### src/rtl/reg_file_mp.sv
// Two-write-port register file with forwarding, optional hardwired zero entry,
// per-register pending bits and a one-entry-per-cycle clear sweep.
module reg_file_mp #(
   parameter int DATA_W   = 32,
   parameter int ADDR_W   = 5,
   parameter bit ZERO_REG = 1'b1,
   parameter bit BYPASS   = 1'b1
) (
   input  logic              clk,
   input  logic              reset,
   input  logic [ADDR_W-1:0] ra1,
   input  logic [ADDR_W-1:0] ra2,
   output logic [DATA_W-1:0] rd1,
   output logic [DATA_W-1:0] rd2,
   input  logic              we_a,
   input  logic [ADDR_W-1:0] wa_a,
   input  logic [DATA_W-1:0] wd_a,
   input  logic              we_b,
   input  logic [ADDR_W-1:0] wa_b,
   input  logic [DATA_W-1:0] wd_b,
   input  logic              pend_set,
   input  logic [ADDR_W-1:0] pend_addr,
   output logic              pend1,
   output logic              pend2,
   input  logic              clr_req,
   output logic              clr_busy
);

   localparam int DEPTH = 2 ** ADDR_W;

   typedef enum logic {
      ST_IDLE,
      ST_CLEAR
   } state_e;

   logic [DATA_W-1:0] mem_q [DEPTH];
   logic [DATA_W-1:0] mem_d [DEPTH];
   logic [DEPTH-1:0]  pend_q, pend_d;
   state_e            state_q, state_d;
   logic [ADDR_W-1:0] cnt_q, cnt_d;

   logic [ADDR_W-1:0] ra_v   [2];
   logic [DATA_W-1:0] rd_v   [2];
   logic              pend_v [2];
   logic              bypass_en;

   function automatic logic is_zero(input logic [ADDR_W-1:0] addr);
      return ZERO_REG && (addr == '0);
   endfunction

   // NOTE: every variable written here gets a default first, so no latch is inferred.
   always_comb begin
      mem_d   = mem_q;
      pend_d  = pend_q;
      state_d = state_q;
      cnt_d   = cnt_q;
      unique case (state_q)
         ST_IDLE: begin
            // Port B is applied last so it wins an address collision.
            if (we_a && !is_zero(wa_a)) mem_d[wa_a] = wd_a;
            if (we_b && !is_zero(wa_b)) mem_d[wa_b] = wd_b;
            if (we_b) pend_d[wa_b] = 1'b0;
            if (pend_set && !is_zero(pend_addr)) pend_d[pend_addr] = 1'b1;
            if (clr_req) begin
               state_d = ST_CLEAR;
               pend_d  = '0;
               cnt_d   = '0;
            end
         end
         ST_CLEAR: begin
            mem_d[cnt_q] = '0;
            cnt_d        = cnt_q + ADDR_W'(1);
            if (cnt_q == ADDR_W'(DEPTH - 1)) state_d = ST_IDLE;
         end
      endcase
   end

   // NOTE: sequential state uses non-blocking assignments only.
   always_ff @(posedge clk or negedge reset) begin
      if (!reset) begin
         // NOTE: the array is reset explicitly; a clean post-reset register file is required.
         for (int i = 0; i < DEPTH; i++) mem_q[i] <= '0;
         pend_q  <= '0;
         state_q <= ST_IDLE;
         cnt_q   <= '0;
      end else begin
         mem_q   <= mem_d;
         pend_q  <= pend_d;
         state_q <= state_d;
         cnt_q   <= cnt_d;
      end
   end

   assign ra_v[0]   = ra1;
   assign ra_v[1]   = ra2;
   assign bypass_en = BYPASS && reset && (state_q == ST_IDLE);

   // Forwarding is gated by reset so the outputs stay at zero while it is held.
   always_comb begin
      for (int p = 0; p < 2; p++) begin
         rd_v[p] = mem_q[ra_v[p]];
         if (bypass_en && we_a && (wa_a == ra_v[p])) rd_v[p] = wd_a;
         if (bypass_en && we_b && (wa_b == ra_v[p])) rd_v[p] = wd_b;
         if (!reset || is_zero(ra_v[p])) rd_v[p] = '0;
         pend_v[p] = reset && pend_q[ra_v[p]] && !is_zero(ra_v[p]);
      end
   end

   assign rd1      = rd_v[0];
   assign rd2      = rd_v[1];
   assign pend1    = pend_v[0];
   assign pend2    = pend_v[1];
   assign clr_busy = (state_q == ST_CLEAR);

endmodule

### config.mk
export PLATFORM = sky130hd
export DESIGN_NAME = reg_file_mp
export DESIGN_NICKNAME = d
export VERILOG_FILES = /design/src/rtl/reg_file_mp.sv
export SDC_FILE = /design/constraint.sdc
export NUM_CORES = 2
export LEC_CHECK = 0
export CORE_AREA = 2 2 367 369
export CTS_CLUSTER_SIZE = 28
export DETAILED_ROUTE_END_ITERATION = 16
export DIE_AREA = 0 0 369 371
export PLACE_DENSITY_LB_ADDON = 0.15
export SYNTH_ARGS = -nofsm -noshare
export SYNTH_HDL_FRONTEND = slang
export SYNTH_SLANG_ARGS = --single-unit
### constraint.sdc
create_clock -name clk -period 3.35 [get_ports clk]
set_clock_uncertainty 0.05 [all_clocks]
set_input_delay 0.67 -clock clk [delete_from_list [all_inputs] [get_ports clk]]
set_output_delay 0.67 -clock clk [all_outputs]
set_load 0.02 [all_outputs]
Yosys cells after proc, flatten, opt, wreduce, memory -nomap -nowiden --
Cells that the tools add are included. Widths: inputs -> output; s select.
Storage, ports and cells: word-level logic and storage cells 140, memories 0, latch bits 0, register bits after elaboration 1062, output and inout port bits 67, RAM bits 0, input bits 95, ROM bits 0
Cells by class: add/subtract/negate cells 1, multiply operators 0, muxes and demuxes 41, eq/ne operators 6, reduce and logical (&&, ||, !) cells 32, bitwise gates (word level) 11, shift operators 0, div/mod/pow operators 0, order comparisons 14
Operators by type and width (count):
- $mux 1024 | 3
- $bwmux 1024 | 2
- $pmux 1024 s2 | 1
- $and 1024x1024->1024 | 1
- $not 1024->1024 | 1
- $mux 32 | 17
- $demux 32 s5 | 3
- $bmux 32 s5 | 2
- $and 32x32->32 | 1
- $not 32->32 | 1
- $or 32x32->32 | 1
- $ge 6x6->1 const B | 5
- $not 5->6 | 5
- $logic_not 5->1 | 5
- $lt 5x6->1 const B | 4
- $eq 5x5->1 | 4
- $logic_and 1x1->1 | 19
- $lt 6x1->1 const B | 3
- $bmux 1 s5 | 2
- $demux 1 s5 | 2
- $ge 5x1->1 const B | 2
- $pmux 5 s2 | 1
- $logic_not 1->1 | 6
- $mux 1 | 6
- 7 further kinds | 8

Longest topological paths before layout --
depth in word-level cells 11, mapped depth 10, gate-level depth less buffers 6

Worst setup path before layout --
Ideal clock, no wire load.
path type input to output, from input port ra2[2], to output port rd2[10], cell stages on the path 8, path buffers 3, required time 2.630 ns, arrival time 2.658 ns, setup slack -0.028 ns, path through buf_2 buf_2 clkbuf_1 mux4_2 a22o_1 a2111oi_0 nor4_1 a221o_1
Between the ends: longest elaborated chain between the ends 7, elaborated cells between the ends (all ways) 13, classes of those cells eq/ne: 2; mux: 6; bitwise: 1; reduce/logical: 4
RTL lines:
- start: declaration | line 12 | input logic [ADDR_W-1:0] ra2,
- $not 5->6 (implied by the code) | line 101 | rd_v[p] = mem_q[ra_v[p]];
- $bmux 32 s5 | line 101
- $mux 32 (implied by the code) (2 in series) | line 101
- $mux 32 | line 102 | if (bypass_en && we_a && (wa_a == ra_v[p])) rd_v[p] = wd_a;
- $mux 32 | line 103 | if (bypass_en && we_b && (wa_b == ra_v[p])) rd_v[p] = wd_b;
- $mux 32 * | line 104 | if (!reset || is_zero(ra_v[p])) rd_v[p] = '0;
- end: declaration | line 14 | output logic [DATA_W-1:0] rd2,
Every way passes the cells marked *; elsewhere a longest branch is shown, timed or not. The select of a mux whose other input is x is not followed.

Worst setup path after layout --
from register state_q, in the netlist clr_busy, to output port rd1[13]
Between the ends: longest elaborated chain between the ends 7, elaborated cells between the ends (all ways) 9, classes of those cells mux: 3; bitwise: 1; reduce/logical: 5
RTL lines:
- start: declaration | line 39 | state_e state_q, state_d;
- start signal: assignment | line 89 | state_q <= state_d;
- $not 1->1 *
- $logic_and 1x1->1 * | line 96 | assign bypass_en = BYPASS && reset && (state_q == ST_IDLE);
- $logic_and 1x1->1 (2 in series) | line 102
- $mux 32 | line 102
- $mux 32 * | line 103
- $mux 32 * | line 104
- end: declaration | line 13 | output logic [DATA_W-1:0] rd1,
Every way passes the cells marked *; elsewhere a longest branch is shown, timed or not.

==> out/metrics.cfg <==
[run_status]
status=complete, but fails checks
violations=negative setup slack

[die]
ios=162
die_height_um=371
dieArea_sq_mm=0.137
start_util_pct=57.8
core_sq_mm=0.133
chipWidth_um=369
row_count=134

[synthesis]
synth-seq-cells=1062
synth_edf_count=0
synth_fp_nets=7743
ys_warn_count=0
synthFlopType=dfrtp_1
syn_area_per_cell_sq_um=10.0
syn-cell-area_sq_mm=0.0767
ys_async_sr_fraction_pct=100
synthesis.instances=7643
ys_seq_area_share_pct=34.6
ys_types=63

[pwr]
ir_drop_mv=0.464
cellPowerDensity_mw_per_mm2=642
power_mw=60.1
power.leakage_nw=43.4

[clock_tree]
cts_sinks=1062
clkTransAtPathRegs_ps=60
cts_tree=done
clock_path_buffers=3
clock-root-buffer=clkbuf_16
clk_latency_ps=790
numCtsBuffers=130
htree_num_levels=4

[layout]
drive_gt1_share_pct=25.5
final_nets=8041
post-route-util_pct=70.5
fillers=9718
area_growth_pct=22.1
instances_no_fill=9808
seqCellArea_sq_mm=0.0266
multi_input_area_sq_mm=0.0478

[routing]
drc_errors=0
routedWlPerCell_um=35.2
vias=75100
dr.pass1.iters=10
via_per_inst=7.66
drtAntennaViolNets=0
drt_iter0_drc=11800
wirelength_um=345000

[grt]
grt_max_degree=162
grt_pass1_vias=72200
grt_overflow=0
grt_pass1_wl_um=497000
grt_usage_pct=49.4
antenna_found_initial=14

[worst_setup_path]
worstPathMaxFanout=5
startpoint_type=register
worstReg2RegEnd=mem_q[695]$_DFF_PN0_
worst-r2r-cell-count=6
required_ps=2630
rrSetupSlack_ps=610
rr_startpoint=clr_busy$_DFF_PN0_
end_kind=primary output
path_class=reg2out
crit_arrival_ps=3340

[timing]
period_minus_slack_ps=4060
hold_slack_ps=99.6
hold_viol=0
period_share_pct=121
setup_viol=65
drv_slew=0
tightestPinTransition_ps=1110
rsz0062_at_grt=true
setup_slack_ps=-706
fmax_mhz=247
slew_headroom_pct=25.7

[hold_path]
hold_class=in2async

[placed_design]
dp_hpwl_um=217000
numPortBuffers=161
gp_congestion=1.01
placed_cells=9511

[flow_run]
cap_violations=0

==> metal layers <==
| metal | vias up | share of wire [%] | track usage (%) |
|---|---|---|---|
| met5 | - | 0.20 | 0.0350 |
| met4 | 14 | 9.5 | 38.2 |
| met3 | 2068 | 15 | 20.0 |
| met2 | 6661 | 41 | 69.6 |
| met1 | 36500 | 34 | 60.3 |
| li1 | 29800 | - | - |
==> critical path, cell delays in order (launching register included) <==
cell and delay, ps:
dfrtp_2 490, buf_12 180, nand3b_1 250, nor4_4 310, and3_4 400, buf_12 170
buf_12 120, buf_8 120, nor4_2 50, a221o_1 300, buf_6 150
==> registers in the layout (all words and copies together), names as in the netlist <==
name      flops
mem_q      1024
pend_q       32
cnt_q         5
clr_busy      1
==> how the worst max path moves through the flow <==
stage | startpoint | end | slack (ps) | cells after the start
after global placement | ra2[0] | rd2[14] | -1500 | 10
after global routing | clr_busy$_DFF_PN0_ | rd1[8] | -700 | 10
after floorplan | ra2[2] | rd2[10] | -9 | 8
final | clr_busy$_DFF_PN0_ | rd1[13] | -710 | 10
after CTS | clr_busy$_DFF_PN0_ | rd2[18] | -530 | 10
after detailed placement | ra2[0] | rd2[14] | -1610 | 10
==> cell usage after synthesis, drive strengths merged (3+ instances only) <==
library cell	instances	area, sq um
mux2i	1222	12200
dfrtp	1062	26600
a22o	1024	8970
a21oi	1004	5020
nor2	977	3670
clkbuf	774	2910
mux4	399	8990
buf	287	1560
o21ai	101	509
nand2	90	338
nor4	65	407
o221ai	65	569
a2111oi	64	751
a221oi	64	561
mux2	64	721
a221o	63	631
o22ai	63	394
and2	36	225
a22oi	33	248
o2bb2ai	32	280
a31oi	16	100
nor2b	16	100
xnor2	14	123
nand3	12	60.1
nand3b	10	75.1
and3	9	56.3
and3b	9	78.8
nor3b	8	65.1
inv	6	22.5
xor2	6	52.6
ha	5	62.6
nor3	5	35.0
a41oi	4	35.0
or3b	4	35.0
and4	3	26.3
and4bb	3	37.5
nand4	3	18.8
nor4b	3	26.3
o31ai	3	22.5
==> layout by cell type (no fill, tap or decap), types with 29 or more instances in the layout <==
master / n
a21oi_1: 994
nor4_4: 31
buf_6: 91
o22ai_1: 63
mux2i_1: 1222
buf_4: 808
clkbuf_16: 141
o221ai_1: 64
nor2_1: 965
buf_12: 212
clkbuf_1: 34
a221o_1: 61
o2bb2ai_1: 32
mux4_2: 399
nand2_1: 49
a221oi_1: 48
a22oi_1: 32
dfrtp_1: 1061
and2_1: 33
clkdlybuf4s50_1: 84
a22o_1: 1018
mux2_2: 63
o21ai_0: 99
a2111oi_2: 29
==> cell families after synthesis <==
logic type | count (synthesis) | synth area share [%]
AOI/OAI and AO/OA | 2542 | 23.7
muxes | 1685 | 28.6
and+or+nand+nor | 1262 | 6.95
buffers and inverters | 1067 | 5.85
DFF | 1062 | 34.6
xor gates and xnor gates | 20 | 0.228
adders and majority gates | 5 | 0.0815
==> what timing repair did <==
action	CTS	global route
pin swaps	45	46
endpoints found under the hold margin	5	0
setup buffers	30	39
gates cloned	10	4
resized for setup	488	164
setup endpoints to repair	65	66
hold buffers	1	0
==> area by class of cell <==
class	instances	share of cell area [%]
clock buffers	195	4.15
diodes	10	0.0267
well taps	1768	2.36
flip-flops and latches	1062	28.4
multi-input cells	5514	51.0
repair buffers	1227	13.8
inverters	6	0.0321
clock inverters	26	0.190
==> stage by stage <==
step                TNS, ps  worst slack, ps  cell area (sq um)
CTS                  -29990             -530              92700
finish               -36680             -706              93600
floorplan              -119            -8.51              76700
global placement     -64410            -1500              87000
detailed placement   -62570            -1610              87000
global route         -38910             -704              93600
==> report_power, final <==
part	internal [mW]	leakage [nW]	switching, mW
logic	12.8	26.8	12.2
registers	16.9	14.6	4.22
clock network	8.05	2.00	6.05
No activity file was read; power rests on OpenSTA's default activity.
